===== config.mk =====
export PLATFORM = sky130hd
export DESIGN_NAME = dds_voice_bank_flat
export DESIGN_NICKNAME = d
export VERILOG_FILES = /design/src/rtl/dds_pkg.sv /design/src/rtl/dds_voice_bank_if.sv /design/src/rtl/dds_sine_quarter.sv /design/src/rtl/dds_voice_bank.sv /design/src/flat_wrapper.sv
export SDC_FILE = /design/constraint.sdc
export NUM_CORES = 1
export LEC_CHECK = 0
export BUFFER_PORTS_ARGS = -buffer_cell sky130_fd_sc_hd__buf_2
export CAP_MARGIN = 20
export CORE_ASPECT_RATIO = 1.4
export CORE_UTILIZATION = 60
export CTS_CLUSTER_SIZE = 14
export DETAILED_ROUTE_END_ITERATION = 8
export GPL_TIMING_DRIVEN = 0
export PLACE_DENSITY = 0.81
export SLEW_MARGIN = 20
export SYNTH_ARGS = -nofsm -noshare
export SYNTH_HDL_FRONTEND = slang
export SYNTH_SLANG_ARGS = --single-unit

===== constraint.sdc =====
create_clock -name sys_clk -period 14.8 [get_ports sys_clk]
set_clock_uncertainty 0.1 [all_clocks]
set_input_delay 0 -clock sys_clk [delete_from_list [all_inputs] [get_ports sys_clk]]
set_output_delay 0 -clock sys_clk [all_outputs]
set_load 0.01 [all_outputs]

===== src/rtl/dds_pkg.sv =====
// Shared constants, FSM state type and helper functions for the DDS voice bank.
package dds_pkg;

    localparam logic [2:0] WAVE_SAW    = 3'd0;
    localparam logic [2:0] WAVE_SQUARE = 3'd1;
    localparam logic [2:0] WAVE_TRI    = 3'd2;
    localparam logic [2:0] WAVE_SINE   = 3'd3;
    localparam logic [2:0] WAVE_NOISE  = 3'd4;

    localparam logic [1:0] FIELD_TUNE  = 2'd0;
    localparam logic [1:0] FIELD_CTRL  = 2'd1;
    localparam logic [1:0] FIELD_PW    = 2'd2;
    localparam logic [1:0] FIELD_ATTEN = 2'd3;

    // Feedback taps for x^16+x^14+x^13+x^11, as a mask over state bits 15,13,12,10.
    localparam logic [15:0] LFSR_SEED = 16'hACE1;
    localparam logic [15:0] LFSR_TAPS = 16'hB400;

    typedef enum logic [1:0] {
        ST_IDLE = 2'd0,
        ST_RUN  = 2'd1,
        ST_OUT  = 2'd2
    } state_t;

    function automatic logic [15:0] lfsrNext(input logic [15:0] s);
        return {s[14:0], ^(s & LFSR_TAPS)};
    endfunction

    // Points sit at odd multiples of pi/64 so a bit-inverted index mirrors exactly.
    function automatic logic [14:0] sineQuarter(input logic [3:0] idx);
        logic [14:0] v;
        case (idx)
            4'd0:    v = 15'd1608;
            4'd1:    v = 15'd4808;
            4'd2:    v = 15'd7962;
            4'd3:    v = 15'd11039;
            4'd4:    v = 15'd14010;
            4'd5:    v = 15'd16846;
            4'd6:    v = 15'd19519;
            4'd7:    v = 15'd22005;
            4'd8:    v = 15'd24279;
            4'd9:    v = 15'd26319;
            4'd10:   v = 15'd28105;
            4'd11:   v = 15'd29621;
            4'd12:   v = 15'd30852;
            4'd13:   v = 15'd31785;
            4'd14:   v = 15'd32412;
            default: v = 15'd32728;
        endcase
        return v;
    endfunction

endpackage


===== src/rtl/dds_voice_bank_if.sv =====
// Config write port and sample output bundle of the DDS voice bank.
interface dds_voice_bank_if #(
    parameter int NUM_VOICES = 4,
    parameter int TUNE_W     = 16,
    parameter int OUT_W      = 16
);
    localparam int VS_W = $clog2(NUM_VOICES);

    logic              sample_tick;
    logic              cfg_we;
    logic [VS_W-1:0]   cfg_voice;
    logic [1:0]        cfg_field;
    logic [TUNE_W-1:0] cfg_data;
    logic [OUT_W-1:0]  sample_out;
    logic              sample_valid;
    logic              busy;
    logic              overrun;

    modport master (
        output sample_tick, cfg_we, cfg_voice, cfg_field, cfg_data,
        input  sample_out, sample_valid, busy, overrun
    );

    modport slave (
        input  sample_tick, cfg_we, cfg_voice, cfg_field, cfg_data,
        output sample_out, sample_valid, busy, overrun
    );
endinterface


===== src/rtl/dds_sine_quarter.sv =====
// Combinational sine from a 16-point quarter-wave table, mirrored and inverted
// across the four quadrants; offset-binary output. Assumes 8 <= WAVE_W <= 16.
module dds_sine_quarter
    import dds_pkg::*;
#(
    parameter int WAVE_W = 12
) (
    input  logic [WAVE_W-1:0] p,
    output logic [WAVE_W-1:0] o_sine
);
    logic [1:0]        w_quad;
    logic [3:0]        w_idx;
    logic [14:0]       w_lutVal;
    logic [WAVE_W-2:0] w_amp;
    logic              w_unusedLowBits;

    assign w_quad   = p[WAVE_W-1 -: 2];
    assign w_idx    = w_quad[0] ? ~p[WAVE_W-3 -: 4] : p[WAVE_W-3 -: 4];
    assign w_lutVal = sineQuarter(w_idx);
    assign w_amp    = (WAVE_W-1)'(w_lutVal >> (16 - WAVE_W));
    assign o_sine   = w_quad[1] ? {1'b0, ~w_amp} : {1'b1, w_amp};

    assign w_unusedLowBits = ^p[WAVE_W-7:0];
endmodule


===== src/rtl/dds_voice_bank.sv =====
// N-voice DDS engine: voices share one waveform datapath, one voice per cycle,
// and are summed into a saturating offset-binary mix once per frame.
module dds_voice_bank
    import dds_pkg::*;
#(
    parameter int NUM_VOICES = 4,
    parameter int TUNE_W     = 16,
    parameter int WAVE_W     = 12,
    parameter int OUT_W      = 16
) (
    input  logic            sys_clk,
    input  logic            rst,
    dds_voice_bank_if.slave bus
);
    localparam int VS_W  = $clog2(NUM_VOICES);
    localparam int ACC_W = WAVE_W + VS_W;
    localparam int SHIFT = OUT_W - WAVE_W;
    localparam int MIX_W = ACC_W + SHIFT;
    localparam logic [WAVE_W-1:0] MIDSCALE = {1'b1, {(WAVE_W-1){1'b0}}};

    logic [TUNE_W-1:0] r_tune  [NUM_VOICES];
    logic [TUNE_W-1:0] r_phase [NUM_VOICES];
    logic [2:0]        r_sel   [NUM_VOICES];
    logic              r_en    [NUM_VOICES];
    logic [WAVE_W-1:0] r_pw    [NUM_VOICES];
    logic [2:0]        r_atten [NUM_VOICES];

    state_t                   r_state, w_stateNext;
    logic [VS_W-1:0]          r_voice;
    logic signed [ACC_W-1:0]  r_acc;
    logic [15:0]              r_lfsr;
    logic [OUT_W-1:0]         r_sampleOut;
    logic                     r_overrun;

    logic                     w_lastVoice, w_phaseStep, w_busy, w_valid;
    logic [WAVE_W-1:0]        w_p, w_sine, w_wave;
    logic signed [WAVE_W-1:0] w_signed, w_scaled, w_contrib;
    logic signed [ACC_W-1:0]  w_accSum;
    logic signed [MIX_W-1:0]  w_mixWide;
    logic                     w_fits;
    logic [OUT_W-1:0]         w_mixSat, w_sampleNext;

    assign w_lastVoice = (r_voice == VS_W'(NUM_VOICES - 1));
    assign w_phaseStep = (r_state == ST_RUN) && r_en[r_voice];
    assign w_p         = r_phase[r_voice][TUNE_W-1 -: WAVE_W];

    dds_sine_quarter #(.WAVE_W(WAVE_W)) u_sine (
        .p      (w_p),
        .o_sine (w_sine)
    );

    always_comb begin
        w_wave = MIDSCALE;
        case (r_sel[r_voice])
            WAVE_SAW:    w_wave = w_p;
            WAVE_SQUARE: w_wave = (w_p < r_pw[r_voice]) ? '1 : '0;
            WAVE_TRI:    w_wave = w_p[WAVE_W-1] ? ~{w_p[WAVE_W-2:0], 1'b0}
                                                :  {w_p[WAVE_W-2:0], 1'b0};
            WAVE_SINE:   w_wave = w_sine;
            WAVE_NOISE:  w_wave = r_lfsr[15 -: WAVE_W];
            default:     ;
        endcase
    end

    assign w_signed  = {~w_wave[WAVE_W-1], w_wave[WAVE_W-2:0]};
    assign w_scaled  = w_signed >>> r_atten[r_voice];
    assign w_contrib = r_en[r_voice] ? w_scaled : '0;
    assign w_accSum  = r_acc + {{VS_W{w_contrib[WAVE_W-1]}}, w_contrib};

    // Saturate when the bits above the output sign are not a pure sign extension.
    assign w_mixWide = MIX_W'(w_accSum) <<< SHIFT;
    assign w_fits    = (w_mixWide[MIX_W-1:OUT_W-1] == {(VS_W+1){w_mixWide[MIX_W-1]}});
    assign w_mixSat  = w_fits ? w_mixWide[OUT_W-1:0]
                     : (w_mixWide[MIX_W-1] ? {1'b1, {(OUT_W-1){1'b0}}}
                                           : {1'b0, {(OUT_W-1){1'b1}}});
    assign w_sampleNext = {~w_mixSat[OUT_W-1], w_mixSat[OUT_W-2:0]};

    always_ff @(posedge sys_clk) begin
        if (rst) r_state <= ST_IDLE;
        else     r_state <= w_stateNext;
    end

    always_comb begin
        w_stateNext = r_state;
        w_busy      = 1'b0;
        w_valid     = 1'b0;
        case (r_state)
            ST_IDLE: if (bus.sample_tick) w_stateNext = ST_RUN;
            ST_RUN: begin
                w_busy = 1'b1;
                if (w_lastVoice) w_stateNext = ST_OUT;
            end
            ST_OUT: begin
                w_busy      = 1'b1;
                w_valid     = 1'b1;
                w_stateNext = ST_IDLE;
            end
            default: w_stateNext = ST_IDLE;
        endcase
    end

    // The mix is registered on the last voice so it is already visible in OUT.
    always_ff @(posedge sys_clk) begin
        if (rst) begin
            r_voice     <= '0;
            r_acc       <= '0;
            r_lfsr      <= LFSR_SEED;
            r_sampleOut <= {1'b1, {(OUT_W-1){1'b0}}};
            r_overrun   <= 1'b0;
        end else begin
            if (bus.sample_tick && (r_state != ST_IDLE)) r_overrun <= 1'b1;
            case (r_state)
                ST_IDLE: begin
                    r_voice <= '0;
                    r_acc   <= '0;
                end
                ST_RUN: begin
                    r_acc   <= w_accSum;
                    r_voice <= r_voice + VS_W'(1);
                    if (w_lastVoice) r_sampleOut <= w_sampleNext;
                end
                ST_OUT:  r_lfsr <= lfsrNext(r_lfsr);
                default: ;
            endcase
        end
    end

    // A phase clear written while that voice is processed wins over its step.
    always_ff @(posedge sys_clk) begin
        if (rst) begin
            for (int v = 0; v < NUM_VOICES; v++) begin
                r_tune[v]  <= '0;
                r_phase[v] <= '0;
                r_sel[v]   <= WAVE_SAW;
                r_en[v]    <= 1'b0;
                r_pw[v]    <= MIDSCALE;
                r_atten[v] <= '0;
            end
        end else begin
            if (w_phaseStep) r_phase[r_voice] <= r_phase[r_voice] + r_tune[r_voice];
            if (bus.cfg_we) begin
                case (bus.cfg_field)
                    FIELD_TUNE: r_tune[bus.cfg_voice] <= bus.cfg_data;
                    FIELD_CTRL: begin
                        r_sel[bus.cfg_voice] <= bus.cfg_data[2:0];
                        r_en[bus.cfg_voice]  <= bus.cfg_data[3];
                        if (bus.cfg_data[4]) r_phase[bus.cfg_voice] <= '0;
                    end
                    FIELD_PW:    r_pw[bus.cfg_voice]    <= bus.cfg_data[WAVE_W-1:0];
                    FIELD_ATTEN: r_atten[bus.cfg_voice] <= bus.cfg_data[2:0];
                    default: ;
                endcase
            end
        end
    end

    assign bus.sample_out   = r_sampleOut;
    assign bus.sample_valid = w_valid;
    assign bus.busy         = w_busy;
    assign bus.overrun      = r_overrun;
endmodule


===== src/flat_wrapper.sv =====
// flat-port wrapper written by rule: the top's interface ports become plain ports
module dds_voice_bank_flat import dds_pkg::*;
#(
    parameter int NUM_VOICES = 4,
    parameter int TUNE_W     = 16,
    parameter int WAVE_W     = 12,
    parameter int OUT_W      = 16
)
  (sys_clk, rst, bus_sample_tick, bus_cfg_we, bus_cfg_voice, bus_cfg_field, bus_cfg_data, bus_sample_out, bus_sample_valid, bus_busy, bus_overrun);
  dds_voice_bank_if #(.NUM_VOICES(NUM_VOICES), .TUNE_W(TUNE_W), .OUT_W(OUT_W)) bus_i ();
  input  logic sys_clk;
  input  logic rst;
  input wire logic [$bits(bus_i.sample_tick)-1:0] bus_sample_tick;
  input wire logic [$bits(bus_i.cfg_we)-1:0] bus_cfg_we;
  input wire logic [$bits(bus_i.cfg_voice)-1:0] bus_cfg_voice;
  input wire logic [$bits(bus_i.cfg_field)-1:0] bus_cfg_field;
  input wire logic [$bits(bus_i.cfg_data)-1:0] bus_cfg_data;
  output wire logic [$bits(bus_i.sample_out)-1:0] bus_sample_out;
  output wire logic [$bits(bus_i.sample_valid)-1:0] bus_sample_valid;
  output wire logic [$bits(bus_i.busy)-1:0] bus_busy;
  output wire logic [$bits(bus_i.overrun)-1:0] bus_overrun;
  assign bus_i.sample_tick = bus_sample_tick;
  assign bus_i.cfg_we = bus_cfg_we;
  assign bus_i.cfg_voice = bus_cfg_voice;
  assign bus_i.cfg_field = bus_cfg_field;
  assign bus_i.cfg_data = bus_cfg_data;
  assign bus_sample_out = bus_i.sample_out;
  assign bus_sample_valid = bus_i.sample_valid;
  assign bus_busy = bus_i.busy;
  assign bus_overrun = bus_i.overrun;
  dds_voice_bank #(.NUM_VOICES(NUM_VOICES), .TUNE_W(TUNE_W), .WAVE_W(WAVE_W), .OUT_W(OUT_W)) u_core (.sys_clk(sys_clk), .rst(rst), .bus(bus_i));
endmodule

==> run metrics <==
asr flop ratio synth=0%; 1st-iter DRT viols=1165; Die Y-Extent=182 um; Post-Syn Instances=1393; Setup Buffers After CTS=0; clock buffer count from CTS=24; crit path DAT=8.50 ns; Site Rows=65; I/O pin cnt=43; Comb power frac=17.6%; reg2reg path depth=29; Critical Path RT=15.17 ns; filler cell count=1737; GR Util All Layers=33.1%; DP HPWL=27100 um; vias in the first global route=11400; Crit path buffers/inverters=7; CTS tree=built; Mapped Avg Cell Area=9.96 sq um; post-route worst setup slack=6.67 ns; vias=11600; Max stage delay on crit path=0.71 ns; DR WL/cell=21.4 um; CP endpoint kind=register; Yosys warning count=0; syn nets=1469; root buffer cell=clkbuf_16; synthesis-stage register bit count=254; Yosys top cell area share=30.3%; EDFF count, synth=140; Final setup viols=0; GPL Wtd Cong=0.939; most area-hungry cell type in the Yosys netlist=edfxtp_1; final wirelength=38700 um; P_sw=0.000466 W; fin crit period=8.13 ns; Crit Path Category=register to register; P_int=0.00123 W; area of the mapped netlist=13900 sq um; relative slew slack=20.4%; Met1 Wirelength=13800 um; top_reg_cell synth=edfxtp_1; clock share of power=36.2%; max cap viols=0; DRC violations left=0; top cells by area, synth=edfxtp_1, dfxtp_1, mux4_2; Critical Path Most Common Cell=a21o_1; grt total ovfl=0; RSZ-0062 raised after global routing=no; Hold EP=u_core.bus.overrun; initial antenna violation count=0; peak supply drop=110 uV; clock tree buffer depth=3; Port Buffer Count=41; Worst-path clk slew=0.07 ns; synthesis-to-layout area growth=11.7%; Synth cell types=73; CP startpoint kind=register; fmax=123 MHz; slowest CP cell=buf_1; Initial Util=61.4%; flop2flop setup slack=6.67 ns; largest net degree at the start of global routing=17; met3 wire length=3280 um; Hold Startpoint=bus_sample_tick; Slew @ Worst Pin=1.18 ns; Via density=6.40; first-pass GRT wire length=59400 um; Top Metal Used=met4; worst r2r dst=u_core.bus.sample_out[14]; DRT Pass-1 Iters=6; Hold Violations, Final=0; switching share of power=27.5%; CP delay by family, top=compound AO/OA/AOI/OAI gates; sequential-to-total area share from yosys stat=46.7%; share of layout cells above drive strength 1=12.1%; final net count=1562; area of the die=23800 sq um; Static Leak=6.03 nW; Final TNS setup=0 ns; Critical Path Fanout Max=10; Worst-Skew Late Latency=0.53 ns; number of clock sinks=254; Final period util=54.9%; Cells on Worst Hold Path=4; post-CTS resize count=0; WL met2=19200 um; die width=131 um; CTS H-tree depth=1; pre-CTS setup slack=6.83 ns; Flop pwr share=46.2%; Max Slew Vio Count=0; post-layout util=68.6%; ANT cells=0; status=completed; Worst Hold Class=input port to register; ANT nets after route=0; core box area=22600 sq um; P per Cell Area=109 nW/um^2
cell usage in the layout (no fill, tap or decap), types with 7 or more instances in the layout:
master           n
mux4_2          49
buf_1           12
and3_1          21
clkbuf_16       25
nor3_1          20
o21ai_1         19
buf_2           51
nand3_1         49
o211ai_1        10
o21a_1           8
xor2_1          17
mux2i_1         28
nor2_1         210
a21o_1          11
a22oi_1         12
nand4_1         10
clkbuf_1        61
edfxtp_1       140
a21oi_1         99
a31oi_1         21
nand2b_1         9
buf_4            9
nor2b_1         14
nand2_1        129
dfxtp_1        114
dlygate4sd3_1   24
o21ai_0         42
o31ai_1          7
and2_1           9
inv_1           62
a211oi_1        12
xnor2_1         28
ha_1            50
state kept, by name, summed over array words and instances, names as in the netlist, named ones only:
signal	flops
u_core.r_pw	48
u_core.r_lfsr	16
u_core.r_tune	64
u_core.r_en	4
u_core.r_atten	12
u_core.r_state	2
u_core.r_phase	64
u_core.r_voice	2
u_core.bus.overrun	1
u_core.bus.sample_out	13
u_core.r_sel	12
u_core.r_acc	14
cell type report:
cell class,instances,area (sq um),share of cell area (%)
Timing Repair Buffer,67,468,3.02
Multi-Input combinational cell,990,6770,43.7
Inverter,62,233,1.50
Clock buffer,35,663,4.28
Buffer,87,404,2.61
Clock inverter,9,100,0.646
Sequential cell,254,6490,41.8
Tap cell,301,377,2.43
layer usage:
metal	vias up	GRT usage, %
li1	5240	-
met1	5510	38.6
met2	635	56.6
met3	168	5.30
met4	0	19.8
met5	-	0
worst register-to-register path, delay by kind of cell (launching register included):
family	cells	cell delay, ns
buf+inv	7	2.35
mux	2	0.81
flops	1	0.36
compound gates	13	2.73
simple gates	4	0.88
fa+ha+maj	3	0.86
how the worst max path moves through the flow:
stage | startpoint | depth (start not counted) | endpoint
final | register | 29 | u_core.bus.sample_out[14]
after detailed placement | register | 29 | u_core.bus.sample_out[14]
after global placement | register | 29 | u_core.bus.sample_out[14]
after global routing | register | 28 | u_core.bus.sample_out[14]
after floorplan | register | 29 | u_core.bus.sample_out[13]
after CTS | register | 29 | u_core.bus.sample_out[14]
through the flow:
stage               hold slack [ns]  cell area (sq um)  cells  power (W)
floorplan                    0.0447              13900   1393    0.00100
global placement              0.178              14500   1735    0.00107
detailed placement            0.181              14500   1737    0.00108
CTS                           0.177              15500   1805    0.00168
global route                  0.239              15500   1805    0.00175
finish                        0.202              15500   1805    0.00170
what timing repair did:
item | 4_1_cts | 5_1_grt
hold buffers | 24 | 0
hold endpoints to repair | 158 | 0
setup endpoints to repair | 0 | 0
synthesized netlist by cell type (all sizes together), types with 6 or more instances:
library cell	n
nor2	210
edfxtp	140
nand2	129
dfxtp	114
a21oi	100
o21ai	64
inv	62
clkbuf	51
ha	50
mux4	49
nand3	49
buf	36
xnor2	29
mux2i	28
nor3	23
a31oi	21
and3	21
xor2	17
nor2b	14
a22oi	13
a211oi	12
a21o	11
nand4	10
o211ai	10
and2	9
nand2b	9
o21a	8
o31ai	7
mux2	6
o2111ai	6
o21bai	6
or2	6
cells by family (layout without fill, tap and decap cells):
logic type                 Yosys count  in the layout  synth area share (%)
AOI/OAI and AO/OA                  301            301                  13.8
xor gates and xnor gates            46             46                  2.96
adders and majority gates           52             52                  4.80
buffers and inverters              149            260                  4.58
DFF                                254            254                  46.7
muxes                               83             83                  10.5
and+or+nand+nor                    508            508                  16.6
power by group through the flow:
stage               clock network [W]  logic [W]  registers, W
global placement                    0   0.000278      0.000796
finish                       0.000614   0.000299      0.000784
global route                 0.000640   0.000320      0.000786
detailed placement                  0   0.000283      0.000799
floorplan                           0   0.000208      0.000794
CTS                          0.000610   0.000291      0.000783
Note: power is estimated with default switching activity, not from simulation.
